===== src/rtl/id_ex_stage.sv =====
// ID/EX pipeline register with load-use hazard detection, branch-flush squash
// and saturating stall/flush performance counters.
module id_ex_stage #(
  parameter int DATA_W  = 32,
  parameter int ALUOP_W = 4,
  parameter int CNT_W   = 16
) (
  input  logic               clk,
  input  logic               rst,
  input  logic               flush,
  input  logic               id_valid,
  input  logic [DATA_W-1:0]  id_pc_plus4,
  input  logic [4:0]         id_rs,
  input  logic [4:0]         id_rt,
  input  logic [4:0]         id_rd,
  input  logic               id_uses_rt,
  input  logic [DATA_W-1:0]  id_rdata1,
  input  logic [DATA_W-1:0]  id_rdata2,
  input  logic [DATA_W-1:0]  id_imm,
  input  logic               id_reg_write,
  input  logic               id_mem_read,
  input  logic               id_mem_write,
  input  logic               id_mem_to_reg,
  input  logic               id_alu_src,
  input  logic               id_reg_dst,
  input  logic [ALUOP_W-1:0] id_alu_op,
  output logic [DATA_W-1:0]  ex_pc_plus4,
  output logic [4:0]         ex_rs,
  output logic [4:0]         ex_rt,
  output logic [4:0]         ex_rd,
  output logic [DATA_W-1:0]  ex_rdata1,
  output logic [DATA_W-1:0]  ex_rdata2,
  output logic [DATA_W-1:0]  ex_imm,
  output logic               ex_reg_write,
  output logic               ex_mem_read,
  output logic               ex_mem_write,
  output logic               ex_mem_to_reg,
  output logic               ex_alu_src,
  output logic               ex_reg_dst,
  output logic [ALUOP_W-1:0] ex_alu_op,
  output logic               ex_valid,
  output logic               stall,
  output logic [CNT_W-1:0]   stall_count,
  output logic [CNT_W-1:0]   flush_count
);

  localparam logic [CNT_W-1:0] CNT_ONE = CNT_W'(1);

  logic hazard;
  logic bubble;

  always_comb begin
    hazard = id_valid & ex_valid & ex_mem_read & (ex_rt != 5'd0)
           & ((ex_rt == id_rs) | (id_uses_rt & (ex_rt == id_rt)));
  end

  // rst gates stall directly so it drops without waiting for a clock edge
  assign stall  = hazard & ~flush & ~rst;
  assign bubble = flush | hazard | ~id_valid;

  always_ff @(posedge clk or posedge rst) begin
    if (rst) begin
      ex_valid      <= 1'b0;
      ex_pc_plus4   <= '0;
      ex_rs         <= '0;
      ex_rt         <= '0;
      ex_rd         <= '0;
      ex_rdata1     <= '0;
      ex_rdata2     <= '0;
      ex_imm        <= '0;
      ex_reg_write  <= 1'b0;
      ex_mem_read   <= 1'b0;
      ex_mem_write  <= 1'b0;
      ex_mem_to_reg <= 1'b0;
      ex_alu_src    <= 1'b0;
      ex_reg_dst    <= 1'b0;
      ex_alu_op     <= '0;
    end else if (bubble) begin
      ex_valid      <= 1'b0;
      ex_pc_plus4   <= '0;
      ex_rs         <= '0;
      ex_rt         <= '0;
      ex_rd         <= '0;
      ex_rdata1     <= '0;
      ex_rdata2     <= '0;
      ex_imm        <= '0;
      ex_reg_write  <= 1'b0;
      ex_mem_read   <= 1'b0;
      ex_mem_write  <= 1'b0;
      ex_mem_to_reg <= 1'b0;
      ex_alu_src    <= 1'b0;
      ex_reg_dst    <= 1'b0;
      ex_alu_op     <= '0;
    end else begin
      ex_valid      <= 1'b1;
      ex_pc_plus4   <= id_pc_plus4;
      ex_rs         <= id_rs;
      ex_rt         <= id_rt;
      ex_rd         <= id_rd;
      ex_rdata1     <= id_rdata1;
      ex_rdata2     <= id_rdata2;
      ex_imm        <= id_imm;
      ex_reg_write  <= id_reg_write;
      ex_mem_read   <= id_mem_read;
      ex_mem_write  <= id_mem_write;
      ex_mem_to_reg <= id_mem_to_reg;
      ex_alu_src    <= id_alu_src;
      ex_reg_dst    <= id_reg_dst;
      ex_alu_op     <= id_alu_op;
    end
  end

  // Performance counters hold at all-ones instead of wrapping
  always_ff @(posedge clk or posedge rst) begin
    if (rst) begin
      stall_count <= '0;
      flush_count <= '0;
    end else begin
      if (stall && (stall_count != '1))
        stall_count <= stall_count + CNT_ONE;
      if (flush && id_valid && (flush_count != '1))
        flush_count <= flush_count + CNT_ONE;
    end
  end

endmodule


===== config.mk =====
export PLATFORM = sky130hd
export DESIGN_NAME = id_ex_stage
export DESIGN_NICKNAME = d
export VERILOG_FILES = /design/src/rtl/id_ex_stage.sv
export SDC_FILE = /design/constraint.sdc
export NUM_CORES = 1
export LEC_CHECK = 0
export CAP_MARGIN = 15
export CORE_MARGIN = 4
export CORE_UTILIZATION = 35
export DETAILED_ROUTE_END_ITERATION = 16
export PLACE_DENSITY_LB_ADDON = 0.15
export SLEW_MARGIN = 20
export SYNTH_ARGS = -nofsm -noshare
export SYNTH_HDL_FRONTEND = slang
export SYNTH_SLANG_ARGS = --single-unit

===== constraint.sdc =====
create_clock -name clk -period 16.9 [get_ports clk]
set_clock_uncertainty 0.1 [all_clocks]
set_input_delay 3.38 -clock clk [delete_from_list [all_inputs] [get_ports clk]]
set_output_delay 3.38 -clock clk [all_outputs]
set_load 0.005 [all_outputs]

==> results of run 1 <==
synthesized netlist by cell type (all sizes together) (2+ instances only):
cell type,number,area [sq um]
a211oi,2,27.5
a21oi,3,26.3
and2,158,988
and3,7,43.8
and4,5,43.8
buf,3,21.3
clkbuf,15,63.8
dfrtp,186,4650
ha,2,25.0
inv,3,11.3
mux2,4,48.8
nand2,14,52.6
nand3,15,75.1
nand3b,2,15.0
nand4,13,81.3
nor2,4,15.0
nor3,3,15.0
xnor2,34,298
xor2,4,35.0
kinds of logic (layout without fill, tap and decap cells):
group	after synthesis	in the layout	share of synthesized area, %
buf+inv	21	380	1.45
flops	186	186	70.2
other cells	0	1	0
fa+ha+maj	2	2	0.377
simple gates	226	226	20.9
xor+xnor	38	38	5.02
compound gates	8	8	1.38
mux	4	4	0.735
how the worst max path moves through the flow:
stage	end	slack [ns]	depth (start not counted)	start
floorplan	ex_alu_op[0]$_DFF_PP0_	8.36	1	rst
global placement	stall	7.93	6	id_rt[2]
detailed placement	stall	7.89	6	id_rt[4]
CTS	stall	7.90	6	id_rt[4]
global route	stall	7.76	6	id_rt[4]
finish	stall	7.90	6	id_rt[4]
stage by stage:
stage	area (sq um)	util [%]	cells	worst slack, ns
2_1_floorplan	6630	-	485	8.36
3_3_place_gp	10300	55.3	1047	7.93
3_5_place_dp	10300	55.3	1047	7.89
4_1_cts	10900	58.6	1078	7.90
5_1_grt	10900	58.6	1079	7.76
6_report	10900	58.6	1079	7.90
where the power goes:
group	switching [W]	internal, W
clock network	0.000176	0.000241
registers	0.0000135	0.000465
logic	0.0000420	0.0000807
critical path, stage by stage:
cell,delay [ns]
clkdlybuf4s50_1,0.50
xnor2_1,0.13
nand4_1,0.15
o22ai_2,0.60
and2_1,0.25
clkdlybuf4s50_1,0.50
per-layer routing:
metal | up-vias | track usage (%) | routed length (um)
met5 | - | 0 | 0
met4 | 0 | 6.79 | 492
met3 | 30 | 9.37 | 2100
met2 | 228 | 30.6 | 9820
met1 | 2320 | 18.7 | 6620
li1 | 2237 | - | -
area by class of cell:
type,instances,area [sq um]
clock buffer,18,439
antenna,1,2.50
fill,1523,7710
sequential,186,4650
inverter,3,18.8
multi-input combinational,278,1880
timing repair buffer,346,3460
tap,234,293
clock inverter,13,180
==> impl_results.md, run 1 <==
* Post-synthesis sequential area ratio at 70.2%
* Synthesized area at 6630 sq um
* Power per Cell Area at 93.1 nW/um^2
* Area grow syn2layout at 64.8%
* First-pass GRT wire length at 29600 um
* Vias in the first global route at 5245
* Reg2reg start: ex_rt[1]$_DFF_PP0_
* Leading cell type in the layout, fill and taps excluded: clkdlybuf4s50_1
* Core Region at 18600 sq um
* # hold bufs at CTS at 0
* R2r worst-path depth at 6
* Post-route ant nets at 0
* CTS resizes at 0
* Commonest cells after routing, fill and taps aside: clkdlybuf4s50_1, dfrtp_1, and2_1
* Crit path kind: input pin to output port
* Vias at 4815
* Synth Area per Inst at 13.7 sq um
* Syn Inst Count at 485
* Crit path capture type: output port
* GR Overflow Total at 0
* Root buffer cell: clkbuf_16
* Final-report max-slew violation count at 0
* Share of post-route cells with drive strength above 1 at 5.21%
* Hold Violations, Final at 0
* Maximum clock rate at 111 MHz
* Worst Path Arrival at 5.52 ns
* Port buffer count at 344
* Pwr Total at 0.00102 W
* Clk Latency, worst-skew pair at 0.42 ns
* DP HPWL at 14200 um
* Status: completed
* Die width at 146 um
* CTS tree: yes
* GRT Overall Usage at 17.9%
* Initial detailed-routing violation count at 157
* CTS sink count at 186
* RSZ-0062 raised after global routing: no
* CP max FO at 17
* Drt pass-1 iters at 4
* Vias per cell at 4.46
* Crit share post-route at 53.2%
* CTS clock-pin slew for the worst setup and hold paths at 0.07 ns
* Initial antenna violation count at 1
* Post-CTS setup buffer count at 0
* Mean routed wirelength per cell at 17.6 um
* Total Neg Setup Slack at 0 ns
* Worst vdd ir at 0.0625 mV
* CTS H-tree lvls at 4
* Yosys warns at 0
* Setup violators final at 0
* Routed WL at 19000 um
* Max-Cap Viols at 0
* Post-synthesis register bit count at 186
* CP startpoint kind: input pin
* Number of buffers created by CTS at 17
* Layout Nets at 992
* Hold Path Depth at 1
* I/O Pins at 345
* Die Span Y at 146 um
* Top FF cell, synth: dfrtp_1
* GPL Wtd Cong at 0.791
* FP Rows at 50
* Clock buffer depth at 2
* Hold Path Class: flip-flop to flip-flop
* Relative slew slack at 38.4%
* Tightest Pin Transition at 0.924 ns
* Post-route DRC at 0
* Post-synth EDFFs at 0
* WHS at 0.400 ns
* Minimum clock period at 9.00 ns
* Leak pwr at 4.82 nW
* Ys async rst share at 100%
* Hold Startpoint: stall_count[7]$_DFFE_PP0P_
* Largest net degree at the start of global routing at 155
* Worst Hold End: stall_count[7]$_DFFE_PP0P_
* Synthesized net count at 645
* Critical Path RT at 13.42 ns
* Count of different cell masters after synthesis at 33
* Initial Util at 35.6%
* Reg2reg setup slack at 14.39 ns
* Reg-to-Reg End: ex_rs[4]$_DFF_PP0_
* Die area at 21200 sq um
No activity file was read; power rests on OpenSTA's default activity.
==> run 2: changes to the inputs <==
- clock period: 16.9 -> 8.3 ns (I/O delays scaled with it)
==> run 2 against run 1 <==
  * Sequential cell count stayed put
  * Sequential share of layout area is essentially flat
  * Die area is the same
  * Global-route usage grew 0.15 points
  * Setup slack lost 5.1 ns
  * Power up 100%
  * Final cell count is the same
  * Critical path depth did not move
  * Utilization barely moved
  * Hold slack worse by 0.012 ns
  * Critical endpoint unchanged
==> impl_results.md, run 2 (synthesized netlist as in run 1, its figures left out) <==
* FP Rows at 50
* Reg-to-Reg End: ex_imm[4]$_DFF_PP0_
* Maximum clock rate at 180 MHz
* Worst vdd ir at 0.132 mV
* Drt pass-1 iters at 4
* Max-Cap Viols at 0
* CTS resizes at 0
* Clock buffer depth at 2
* Post-route DRC at 0
* R2r worst-path depth at 6
* Number of buffers created by CTS at 17
* Cell mode on critical path: clkdlybuf4s50_1
* Max stage delay cell, worst path: o22ai_2
* GPL Wtd Cong at 0.790
* CTS clock-pin slew for the worst setup and hold paths at 0.07 ns
* CP startpoint kind: input pin
* GRT Overall Usage at 18.0%
* DP HPWL at 14100 um
* Initial antenna violation count at 1
* Power per Cell Area at 190 nW/um^2
* Relative slew slack at 42.0%
* Initial Util at 35.6%
* Leading cell type in the layout, fill and taps excluded: clkdlybuf4s50_1
* # hold bufs at CTS at 0
* RSZ-0062 raised after global routing: no
* GR Overflow Total at 0
* Share of post-route cells with drive strength above 1 at 5.09%
* Status: completed
* CTS tree: yes
* Area grow syn2layout at 64.8%
* Pwr Total at 0.00208 W
* Reg2reg setup slack at 5.83 ns
* Root buffer cell: clkbuf_16
* Hold Path Depth at 1
* Largest net degree at the start of global routing at 155
* CTS sink count at 186
* Worst Path Arrival at 3.79 ns
* Die area at 21200 sq um
* Critical Path RT at 6.54 ns
* Die width at 146 um
* Crit path kind: input pin to output port
* Layout Nets at 992
* First-pass GRT wire length at 29700 um
* Total Neg Setup Slack at 0 ns
* Vias per cell at 4.45
* Max stage delay on crit path at 0.61 ns
* Reg2reg start: ex_rt[1]$_DFF_PP0_
* Initial detailed-routing violation count at 115
* Leak pwr at 4.82 nW
* Dpl cell area at 10300 sq um
* Critical Path Source: id_rt[4]
* Tightest Pin Transition at 0.870 ns
* Vias in the first global route at 5245
* Minimum clock period at 5.55 ns
* Port buffer count at 344
* Worst Hold End: flush_count[12]$_DFFE_PP0P_
* Final-report max-slew violation count at 0
* Hold Startpoint: flush_count[12]$_DFFE_PP0P_
* Setup violators final at 0
* Routed WL at 18900 um
* Post-route ant nets at 0
* Placed Cells incl. Taps at 1047
* Crit path capture type: output port
* Post-layout instance area at 10900 sq um
* CTS H-tree lvls at 4
* Clk Latency, worst-skew pair at 0.42 ns
* CP max FO at 17
* Mean routed wirelength per cell at 17.5 um
* Hold Path Class: flip-flop to flip-flop
* Die Span Y at 146 um
* Post-CTS setup buffer count at 0
* Vias at 4806
* Commonest cells after routing, fill and taps aside: clkdlybuf4s50_1, dfrtp_1, and2_1
* Core Region at 18600 sq um
* I/O Pins at 345
* CP Cell Sequence: clkdlybuf4s50_1 > xnor2_1 > nand4_1 > o22ai_2 > and2_1 > clkdlybuf4s50_1
* Fin cells at 1079
* Hold Violations, Final at 0
* Fill cells at 1533
* Crit share post-route at 66.8%
## run 2: critical path: cells and delay by family
family / cells / cell delay [ns]
and+or+nand+nor: 2 / 0.37
AOI/OAI and AO/OA: 1 / 0.61
xor gates and xnor gates: 1 / 0.13
buffers and inverters: 2 / 1.01
## run 2: worst max path at each step
stage                                         to  cells after the start
after floorplan           ex_alu_op[0]$_DFF_PP0_                      1
after global placement                     stall                      6
after detailed placement                   stall                      6
after CTS                                  stall                      6
after global routing                       stall                      6
final                                      stall                      6
## run 2: through the flow
stage | hold WS [ns] | utilization [%] | setup WS, ns
4_1_cts | 0.393 | 58.6 | 2.73
2_1_floorplan | 0.380 | - | 1.48
6_report | 0.388 | 58.6 | 2.75
3_5_place_dp | 0.382 | 55.3 | 2.73
5_1_grt | 0.422 | 58.6 | 2.57
3_3_place_gp | 0.376 | 55.3 | 2.77
## run 2: cell type report
class,instances,area (sq um),area share [%]
multi-input cells,278,1880,17.2
inverters,3,18.8,0.172
flip-flops and latches,186,4650,42.6
repair buffers,346,3460,31.7
clock inverters,13,189,1.73
diodes,1,2.50,0.0229
clock buffers,18,429,3.93
well taps,234,293,2.68
## run 2: report_power, final
group / internal (W) / switching [W] / leakage [nW]
Sequential: 0.000948 / 0.0000274 / 2.51
Combinational: 0.000165 / 0.0000861 / 2.01
Clock: 0.000506 / 0.000348 / 0.298
Total: 0.00162 / 0.000461 / 4.82
## run 2: metal layers
metal  global-route usage [%]  wire length (um)  vias to the layer above
li1                         -                 -                     2235
met1                     19.5              6740                     2315
met2                     30.4              9590                      222
met3                     8.94              2060                       34
met4                     7.17               499                        0
met5                        0                 0                        -
